[config.mk]
export PLATFORM = sky130hd
export DESIGN_NAME = piso_tx
export DESIGN_NICKNAME = d
export VERILOG_FILES = /design/src/rtl/piso_tx.sv
export SDC_FILE = /design/constraint.sdc
export NUM_CORES = 1
export LEC_CHECK = 0
export ABC_CLOCK_PERIOD_IN_PS = 2410
export CAP_MARGIN = 20
export CORE_MARGIN = 1.5
export CORE_UTILIZATION = 50
export CTS_CLUSTER_DIAMETER = 150
export DETAILED_ROUTE_END_ITERATION = 8
export PLACE_DENSITY = 0.81
export REMOVE_ABC_BUFFERS = 1
export SYNTH_ARGS = -nofsm -noshare
export SYNTH_HDL_FRONTEND = slang
export SYNTH_SLANG_ARGS = --single-unit
[constraint.sdc]
create_clock -name i_clk -period 2.41 [get_ports i_clk]
set_input_delay 0.482 -clock i_clk [delete_from_list [all_inputs] [get_ports i_clk]]
set_output_delay 0.482 -clock i_clk [all_outputs]
set_load 0.05 [all_outputs]
[src/rtl/piso_tx.sv]
// Parallel-in serial-out transmitter: takes a WIDTH-bit word on a valid/ready handshake
// and shifts it out one bit per clock, streaming back-to-back words with no idle gap.
module piso_tx #(
  parameter int WIDTH      = 8,
  parameter bit MSB_FIRST  = 1'b1,
  parameter bit IDLE_LEVEL = 1'b0
) (
  input  logic             i_clk,
  input  logic             i_reset,
  input  logic [WIDTH-1:0] i_in_data,
  input  logic             i_in_valid,
  output logic             o_in_ready,
  output logic             o_serial_out,
  output logic             o_serial_valid,
  output logic             o_frame_start,
  output logic             o_frame_done
);

  localparam int CW = (WIDTH > 1) ? $clog2(WIDTH) : 1;

  typedef enum logic {
    ST_IDLE  = 1'b0,
    ST_SHIFT = 1'b1
  } state_t;

  state_t           r_state;
  logic [WIDTH-1:0] r_shift;
  logic [CW-1:0]    r_cnt;
  logic             r_serial_out;
  logic             r_serial_valid;
  logic             r_frame_start;
  logic             r_frame_done;

  logic             w_ready;
  logic             w_accept;
  logic             w_load_bit;
  logic             w_next_bit;
  logic [WIDTH-1:0] w_load_rest;
  logic [WIDTH-1:0] w_shift_rest;

  // The first bit goes straight to the output register; r_shift holds only the bits still to send.
  generate
    if (MSB_FIRST) begin : g_msb_first
      assign w_load_bit   = i_in_data[WIDTH-1];
      assign w_load_rest  = {i_in_data[WIDTH-2:0], 1'b0};
      assign w_next_bit   = r_shift[WIDTH-1];
      assign w_shift_rest = {r_shift[WIDTH-2:0], 1'b0};
    end else begin : g_lsb_first
      assign w_load_bit   = i_in_data[0];
      assign w_load_rest  = {1'b0, i_in_data[WIDTH-1:1]};
      assign w_next_bit   = r_shift[0];
      assign w_shift_rest = {1'b0, r_shift[WIDTH-1:1]};
    end
  endgenerate

  assign w_ready  = i_reset && ((r_state == ST_IDLE) || (r_cnt == '0));
  assign w_accept = w_ready && i_in_valid;

  always_ff @(posedge i_clk) begin
    if (!i_reset) begin
      r_state        <= ST_IDLE;
      r_shift        <= '0;
      r_cnt          <= '0;
      r_serial_out   <= IDLE_LEVEL;
      r_serial_valid <= 1'b0;
      r_frame_start  <= 1'b0;
      r_frame_done   <= 1'b0;
    end else begin
      r_frame_start <= 1'b0;
      r_frame_done  <= 1'b0;
      if (w_accept) begin
        r_state        <= ST_SHIFT;
        r_shift        <= w_load_rest;
        r_cnt          <= CW'(WIDTH - 1);
        r_serial_out   <= w_load_bit;
        r_serial_valid <= 1'b1;
        r_frame_start  <= 1'b1;
      end else if ((r_state == ST_SHIFT) && (r_cnt != '0)) begin
        r_shift      <= w_shift_rest;
        r_cnt        <= r_cnt - 1'b1;
        r_serial_out <= w_next_bit;
        // Counter reaching zero means the bit being presented is the word's last one.
        if (r_cnt == CW'(1)) begin
          r_frame_done <= 1'b1;
        end
      end else begin
        r_state        <= ST_IDLE;
        r_cnt          <= '0;
        r_serial_out   <= IDLE_LEVEL;
        r_serial_valid <= 1'b0;
      end
    end
  end

  assign o_in_ready     = w_ready;
  assign o_serial_out   = r_serial_out;
  assign o_serial_valid = r_serial_valid;
  assign o_frame_start  = r_frame_start;
  assign o_frame_done   = r_frame_done;

endmodule
==> reports/metrics.cfg <==
[outcome]
outcome = completed

[clock_tree]
cts_tree = built
cts_setup_buffers = 0
ctsResizeCount = 0
path_clk_slew_ns = 0.08
root_buffer = clkbuf_4
clk_latency_ns = 0.28
cts_buffer_depth = 2
cts_made_buffers = 3
ctsHoldBuffers = 0
cts_max_level = 1
cts_sinks = 14

[setup_path]
critPathSlowestCell = dfxtp_1
critPathMaxStageDelay_ns = 0.36
cpLargestDelayFamily = simple AND/OR/NAND/NOR gates
cp_num_buf_inv = 2
critPathRequiredTime_ns = 1.93
worstSetupEndpointType = primary output
critPathKind = reg -> out
worstPathMaxFanout = 10
path_cells = inv_1 -> ha_1 -> nand2b_4 -> nand2_4 -> and2_2 -> buf_12
start_kind = flip-flop
crit_arrival_ns = 1.52

[logic_synthesis]
synth_cell_types = 24
synth-seq-cells = 14
synth-edff-count = 0
netlist_instances = 66
async_reset_ff_share_pct = 0
syn_area_um2 = 661
yosys_most_used_dff = dfxtp_1
yosysWarningCount = 0
synth_seq_area_share_pct = 42.4
avgSynthCellArea_um2 = 10.0

[global_routing]
grt_pass1_vias = 487
grt_pass1_wl_um = 1970
antenna_found_initial = 0
grt_usage_pct = 19.5
grt_overflow = 0
grt_max_degree = 14

[sta]
fmaxAchievable_ghz = 0.500
fin_crit_ns = 2.00
rsz0062_at_grt = no
max-slew-margin-rel_pct = 66.0
hold_ws_ns = 0.467
worst_pin_slew_ns = 0.508
finalSetupViolations = 0
finalCritPeriodShare_pct = 83.1
finalHoldViolCount = 0
final.setup.tns_ns = 0
fin_ws_ns = 0.408
fin_skew_ns = 0.00538
drv_slew = 0

[power_and_ir_drop]
design_power_total_mw = 0.609
switching_share_pct = 29.3
p_int_mw = 0.431
seq_power_share_pct = 44.2
pwr_density_cell_nw_per_um2 = 698
p_comb_share_pct = 27.5
power.switching_mw = 0.179
p_leak_nw = 0.379
ir_worst_vdd_uv = 439
pwr-share-clk_pct = 28.3

[place]
port_buffers = 15
gp_congestion = 0.690
pre_cts_ws_ns = 0.669
post-dp-hpwl_um = 942

[routing]
routed-via-count = 514
vias_per_cell = 5.19
drc = 0
wirelength_um = 1280
wire_per_inst_um = 12.9
drtPass1Iterations = 4
ant_nets = 0
drt_iter0_markers = 7

[floorplanning]
dieArea_um2 = 1550
dieHeight_um = 39.4
io_pins = 16
rows = 12
initial_utilization_pct = 56.4
core-area_um2 = 1170
die_width_um = 39.4

[cells_and_area]
nets = 100
register_area_um2 = 280
layout-drive-gt1-share_pct = 17.6
layout_common_cells = clkdlybuf4s50_1, dfxtp_1, a21oi_1
nFillCells = 87
antenna_cells = 0
area_growth_pct = 32.2
multi_input_area_um2 = 345

[hold_path]
min_path_type = reg -> reg

[job]
max_cap_viol_count = 0

worst paths after layout:
| path | startpoint | end | slack [ns] | depth (start not counted) |
|---|---|---|---|---|
| hold reg to reg | r_cnt[0]$_SDFF_PN0_ | r_cnt[0]$_SDFF_PN0_ | 0.47 | 1 |
| setup reg to reg | r_cnt[0]$_SDFF_PN0_ | r_cnt[2]$_SDFF_PN0_ | 1.13 | 5 |
| setup / recovery | r_cnt[0]$_SDFF_PN0_ | o_in_ready | 0.41 | 6 |
| hold / removal | r_cnt[0]$_SDFF_PN0_ | r_cnt[0]$_SDFF_PN0_ | 0.47 | 1 |
power by group through the flow:
| stage | Clock, mW | Sequential (mW) | Combinational, mW |
|---|---|---|---|
| 3_5_place_dp | 0 | 0.275 | 0.169 |
| 4_1_cts | 0.175 | 0.270 | 0.169 |
| 3_3_place_gp | 0 | 0.274 | 0.164 |
| 2_1_floorplan | 0 | 0.292 | 0.0887 |
| 5_1_grt | 0.186 | 0.272 | 0.183 |
| 6_report | 0.172 | 0.269 | 0.168 |
layout make-up:
| type | count | share of cell area [%] |
|---|---|---|
| Tap cell | 14 | 2.01 |
| Inverter | 3 | 1.29 |
| Timing Repair Buffer | 18 | 20.9 |
| Multi-Input combinational cell | 46 | 39.5 |
| Clock buffer | 4 | 4.15 |
| Sequential cell | 14 | 32.1 |
worst register-to-register path: stages, from the launching register on:
cell       delay, ns
dfxtp_1         0.33
inv_1           0.08
ha_1            0.23
nor2b_4         0.24
a2bb2oi_2       0.23
a21oi_1         0.07
sequential cells by signal (all words and copies together), names as in the netlist:
name / flops
o_frame_done: 1
r_shift: 7
r_cnt: 3
o_serial_out: 1
o_frame_start: 1
o_serial_valid: 1
cells by family after synthesis:
group | after synthesis | synth area share, %
buffers and inverters | 6 | 5.30
muxes | 7 | 11.4
xor gates and xnor gates | 1 | 1.33
DFF | 14 | 42.4
adders and majority gates | 3 | 5.68
and+or+nand+nor | 18 | 19.5
AOI/OAI and AO/OA | 17 | 14.4
metal layers:
layer	vias up	track usage (%)	wire, um
met4	0	2.59	0
met5	-	0	0
met3	0	11.4	100
li1	263	-	-
met1	237	19.1	542
met2	14	35.8	632
Yosys cell counts, types with 2 or more instances:
cell type / instances / area share [%]
o21ai_0: 6 / 4.5
nand2b_1: 6 / 5.7
ha_1: 3 / 5.7
nand2_1: 2 / 1.1
mux2i_1: 6 / 9.1
inv_1: 3 / 1.7
and3_1: 2 / 1.9
dfxtp_1: 14 / 42
a21oi_1: 9 / 6.8
per-stage QoR:
stage	instance area [um2]	cells	util, %
after floorplan	637	63	-
after global placement	837	95	71.5
after detailed placement	837	95	71.5
after CTS	873	99	74.6
after global routing	873	99	74.6
final	873	99	74.6
No activity file was read; power rests on OpenSTA's default activity.
